**config.mk**
```make
export PLATFORM = sky130hd
export DESIGN_NAME = ifetch_stage
export DESIGN_NICKNAME = d
export VERILOG_FILES = /design/src/rtl/ifetch_stage.sv
export SDC_FILE = /design/constraint.sdc
export NUM_CORES = 1
export LEC_CHECK = 0
export BUFFER_PORTS_ARGS = -buffer_cell sky130_fd_sc_hd__buf_2
export CAP_MARGIN = 30
export CORE_MARGIN = 4
export CORE_UTILIZATION = 50
export CTS_CLUSTER_SIZE = 25
export DETAILED_ROUTE_END_ITERATION = 12
export GPL_TIMING_DRIVEN = 0
export PLACE_DENSITY = 0.74
export RECOVER_POWER = 25
export SYNTH_ARGS = -nofsm -noshare
export SYNTH_HDL_FRONTEND = slang
export SYNTH_SLANG_ARGS = --single-unit
```
**constraint.sdc**
```tcl
create_clock -name clk -period 16.3 [get_ports clk]
set_input_delay 4.075 -clock clk [delete_from_list [all_inputs] [get_ports clk]]
set_output_delay 4.075 -clock clk [all_outputs]
set_load 0.05 [all_outputs]
```
**src/rtl/ifetch_stage.sv**
```systemverilog
// Instruction-fetch stage: owns the PC, issues in-order imem requests, buffers responses for decode.
// Optional build macro IFETCH_PERF_CNT_EN adds pop and stall performance counters.
module ifetch_stage #(
    parameter logic [31:0] RESET_PC = 32'h0000_0000,
    parameter int unsigned DEPTH    = 2
) (
    input  logic        clk,
    input  logic        reset,
    output logic        imem_req_o,
    output logic [31:0] imem_addr_o,
    input  logic        imem_gnt_i,
    input  logic        imem_rvalid_i,
    input  logic [31:0] imem_rdata_i,
    input  logic        stall_i,
    input  logic        redirect_i,
    input  logic [31:0] redirect_pc_i,
    output logic        valid_o,
    output logic [31:0] instr_o,
    output logic [31:0] pc_o,
    output logic [31:0] pc_next_o
`ifdef IFETCH_PERF_CNT_EN
    ,
    output logic [31:0] perf_fetch_o,
    output logic [31:0] perf_stall_o
`endif
);
    localparam int unsigned AW  = (DEPTH > 1) ? $clog2(DEPTH) : 1;
    localparam int unsigned CW  = $clog2(DEPTH + 1);
    localparam int unsigned SW  = CW + 1;
    localparam logic [31:0] NOP = 32'h0000_0013;

    logic [31:0]   pc_q;
    logic [31:0]   fifo_instr_q [DEPTH];
    logic [31:0]   fifo_pc_q    [DEPTH];
    logic [AW-1:0] fifo_rd_q, fifo_wr_q;
    logic [CW-1:0] fifo_cnt_q;
    logic [31:0]   infl_pc_q    [DEPTH];
    logic [AW-1:0] infl_rd_q, infl_wr_q;
    logic [CW-1:0] outst_q, drop_q;

    logic          grant, fifo_push, fifo_pop, fifo_full;
    logic [SW-1:0] credit_used;
    logic          unused_redirect_lsb;

    assign unused_redirect_lsb = ^redirect_pc_i[1:0];

    // Outstanding includes words still to be dropped; a same-cycle pop frees a slot for full throughput.
    assign credit_used = SW'(fifo_cnt_q) + SW'(outst_q) - SW'(fifo_pop);
    assign imem_req_o  = reset && !redirect_i && (credit_used < SW'(DEPTH));
    assign imem_addr_o = pc_q;
    assign grant       = imem_req_o && imem_gnt_i;

    assign valid_o   = (fifo_cnt_q != '0);
    assign fifo_full = (fifo_cnt_q == CW'(DEPTH));
    assign fifo_pop  = valid_o && !stall_i && !redirect_i;
    assign fifo_push = imem_rvalid_i && (drop_q == '0) && !redirect_i;

    assign instr_o   = valid_o ? fifo_instr_q[fifo_rd_q] : NOP;
    assign pc_o      = valid_o ? fifo_pc_q[fifo_rd_q] : 32'd0;
    assign pc_next_o = pc_o + 32'd4;

    // Control state; redirect overrides every other event in its cycle.
    always_ff @(posedge clk or negedge reset) begin
        if (!reset) begin
            pc_q       <= RESET_PC;
            fifo_rd_q  <= '0;
            fifo_wr_q  <= '0;
            fifo_cnt_q <= '0;
            infl_rd_q  <= '0;
            infl_wr_q  <= '0;
            outst_q    <= '0;
            drop_q     <= '0;
        end else begin
            if (redirect_i) begin
                pc_q       <= {redirect_pc_i[31:2], 2'b00};
                fifo_rd_q  <= '0;
                fifo_wr_q  <= '0;
                fifo_cnt_q <= '0;
                outst_q    <= outst_q - CW'(imem_rvalid_i);
                drop_q     <= outst_q - CW'(imem_rvalid_i);
            end else begin
                if (grant) pc_q <= pc_q + 32'd4;
                if (fifo_push) fifo_wr_q <= fifo_wr_q + AW'(1);
                if (fifo_pop) fifo_rd_q <= fifo_rd_q + AW'(1);
                fifo_cnt_q <= fifo_cnt_q + CW'(fifo_push) - CW'(fifo_pop);
                outst_q    <= outst_q + CW'(grant) - CW'(imem_rvalid_i);
                if (imem_rvalid_i && (drop_q != '0)) drop_q <= drop_q - CW'(1);
            end
            // In-flight PC queue tracks every response, dropped or not.
            if (grant) infl_wr_q <= infl_wr_q + AW'(1);
            if (imem_rvalid_i) infl_rd_q <= infl_rd_q + AW'(1);
        end
    end

    always_ff @(posedge clk) begin
        if (grant) infl_pc_q[infl_wr_q] <= pc_q;
        if (fifo_push) begin
            fifo_instr_q[fifo_wr_q] <= imem_rdata_i;
            fifo_pc_q[fifo_wr_q]    <= infl_pc_q[infl_rd_q];
        end
    end

    assert property (@(posedge clk) disable iff (!reset) !(fifo_push && fifo_full && !fifo_pop))
        else $error("ifetch_stage: push into full FIFO");

`ifdef IFETCH_PERF_CNT_EN
    logic [31:0] perf_fetch_q, perf_stall_q;

    always_ff @(posedge clk or negedge reset) begin
        if (!reset) begin
            perf_fetch_q <= 32'd0;
            perf_stall_q <= 32'd0;
        end else begin
            if (fifo_pop) perf_fetch_q <= perf_fetch_q + 32'd1;
            if (stall_i && valid_o && !redirect_i) perf_stall_q <= perf_stall_q + 32'd1;
        end
    end

    assign perf_fetch_o = perf_fetch_q;
    assign perf_stall_o = perf_stall_q;
`endif

endmodule
```
==> impl_results.md <==
* CTS resizes at 0
* Reg2reg end: infl_pc_q[1][11]
* CTS tree: yes
* Hold Fails Final Rpt at 0
* Slew margin rel. at -40.10%
* Setup Skew at 0.01906 ns
* Ys Warns at 0
* Post-synthesis sequential area ratio at 65.71%
* Area grow syn2layout at 21.33%
* Drt first pass iters at 5
* Clock sinks at 224
* Grt total ovfl at 0
* Leak Pwr at 0.004664 µW
* Met2 wire length at 10380 µm
* Area leader, netlist: edfxtp_1
* Initial antenna violation count at 0
* Most frequent cells in the layout: 197 x buf_2, 184 x edfxtp_1, 77 x nor2_1
* Max Freq at 90.96 MHz
* Synth top area cells: edfxtp_1 56%, dfrtp_1 10%, mux2i_1 6.6%
* Synth Register Bits at 224
* Maximum VDD drop at 0.07565 mV
* Tcrit/Tclk final at 67.44%
* CTS max path bufs at 3
* Met1 wire length at 9920 µm
* Crit path max fanout at 10
* Syn Inst Count at 743
* Outcome: finished, violations left
* Failing checks: max-capacitance violations, max-slew violations
* Synth top area share at 55.63%
* R2r worst-path depth at 14
* Final setup vio count at 0
* Max layer used: met4
* Worst hold start: infl_wr_q
* Num ports at 200
* Cell Pwr Density at 146.9 nW/µm²
* Min Clock Period, post-route at 10.99 ns
* Layout Nets at 1050
* Total negative slack at 0 ns
* Routed WL at 22320 µm
* Vias in the first global route at 6591
* Worst EP required at 12.23 ns
* Post-synth ARST share at 17.86%
* Nature of the critical path startpoint: input pin
* Post-Syn Area per Cell at 13.37 µm²
* HP Class: register to register
* Slew @ Worst Pin at 2.102 ns
* Clk Latency, worst-skew pair at 0.51 ns
* Kind of critical path: input pin to output pin
* Utilization of the core after routing at 61.71%
* Post-synthesis cell area at 9932 µm²
* Clock H-tree levels at 1
* Wire length per cell at 17.84 µm
* DP Area at 11360 µm²
* Vias per Instance at 5.407
* Share of cells above drive strength 1 at 25.56%
* Worst-path clk slew at 0.06 ns
* Area occupied by multi-input gates at 3183 µm²
* Die Ht at 148.9 µm
* RSZ-0062 raised after global routing: no
* # Post-CTS Setup Buffers at 0
* Fill cell count at 1549
* Max cap viols at 1
* Hold endpoint: infl_wr_q
* Met3 WL at 1451 µm
* Final GP Congestion at 0.8796
* Drt initial violations at 431
* Root Buffer: clkbuf_16
* Via count at 6764
* R2R Path Start: fifo_cnt_q[0]
* Num CTS Buffers at 23
* Hold Buf Count CTS at 0
* Post-synth cell types at 45
* Post-route insts no fill at 1251
* Starting Density at 50.87%
* Die area at 22180 µm²
* Commonest non-fill, non-tap cell in the layout: buf_2
* Residual DRC at 0
* Arr. time, crit path at 6.92 ns
* Final Instance Area at 12050 µm²
* Final ANT Viol Nets at 0
* EDFF count, synth at 184
* Pin count of the biggest net entering global routing at 42
* Setup crit end kind: output pin
* Count of input and output buffers at 191
* Core area at 19530 µm²
* Post-DP HPWL at 16180 µm
* Final Max Slew Viols at 38
* Inst Count DP at 1208
* Chip width at 148.9 µm
* GRT Overall Usage at 19.67%
* First-pass GRT wire length at 34660 µm
* Hold Path Depth at 1
* Reg2reg setup slack at 10.16 ns
* Num rows at 51
* Synth Flop Type: edfxtp_1
* Seq. cell area at 6526 µm²
* Ant. Diodes at 0
registers in the layout, indices dropped and copies added, names as in the netlist:
| signal | cells |
|---|---|
| fifo_instr_q | 64 |
| fifo_pc_q | 60 |
| infl_pc_q | 60 |
| imem_addr_o | 30 |
| drop_q | 2 |
| fifo_cnt_q | 2 |
| outst_q | 2 |
| fifo_rd_q | 1 |
| fifo_wr_q | 1 |
| infl_rd_q | 1 |
| infl_wr_q | 1 |
worst max-delay path by stage:
stage	to	slack, ns	cells after the start	startpoint
finish	imem_req_o	5.31	10	redirect_i
global route	imem_req_o	5.01	10	redirect_i
CTS	imem_req_o	5.26	10	redirect_i
detailed placement	imem_req_o	5.27	10	redirect_i
global placement	imem_req_o	5.27	10	redirect_i
floorplan	imem_req_o	5.44	8	redirect_i
synth_stat cells (all sizes together) (8+ instances only):
master	instances
edfxtp	184
nor2	80
mux2i	65
nand2	48
nand3	41
dfrtp	40
mux2	31
xor2	22
buf	21
clkbuf	20
o21ai	19
inv	18
xnor2	16
nand4	15
nor4	14
nor3	13
ha	10
a21oi	9
o211ai	9
o311ai	8
metrics by stage:
step	setup slack (ns)	hold slack (ns)	total power, µW
finish	5.307	0.5492	1770
global route	5.010	0.5812	1850
CTS	5.258	0.5468	1791
detailed placement	5.274	0.5385	1311
global placement	5.266	0.4733	1301
floorplan	5.441	0.4603	1160
report_power, final:
group	internal, µW	leakage [µW]	switching (µW)
registers	690	0.00215	38.5
clock network	275	0.000338	203
logic	149	0.00217	415
total	1110	0.00466	656
logic make-up (layout without fill, tap and decap cells):
group | Yosys count | count (layout) | share of synthesized area, %
and+or+nand+nor | 242 | 242 | 11.72
DFF | 224 | 224 | 65.71
muxes | 96 | 96 | 10.07
AOI/OAI and AO/OA | 72 | 72 | 5.001
buffers and inverters | 59 | 297 | 2.658
xor gates and xnor gates | 38 | 38 | 3.351
adders and majority gates | 11 | 11 | 1.461
other | 1 | 6 | 0.03776
cell type report:
cell class	count	area share (%)
plain buffers	41	1.630
clock buffers	26	4.870
clock inverters	16	0.8722
inverters	18	0.5607
multi-input cells	465	26.41
flip-flops and latches	224	54.16
well taps	265	2.752
repair buffers	196	8.743
critical path, cell delays in order:
cell	delay (ns)
buf_2	0.11
clkbuf_1	0.40
clkbuf_1	0.55
nor3_1	0.24
ha_1	0.32
nand2b_1	0.15
fa_1	0.52
nand2_1	0.11
nor3_1	0.15
buf_2	0.29
layer usage:
metal	vias up	global-route usage (%)
li1	3229	-
met1	3246	28.43
met2	253	30.84
met3	36	2.917
met4	0	6.819
met5	-	0
Note: power is estimated with default switching activity, not from simulation.
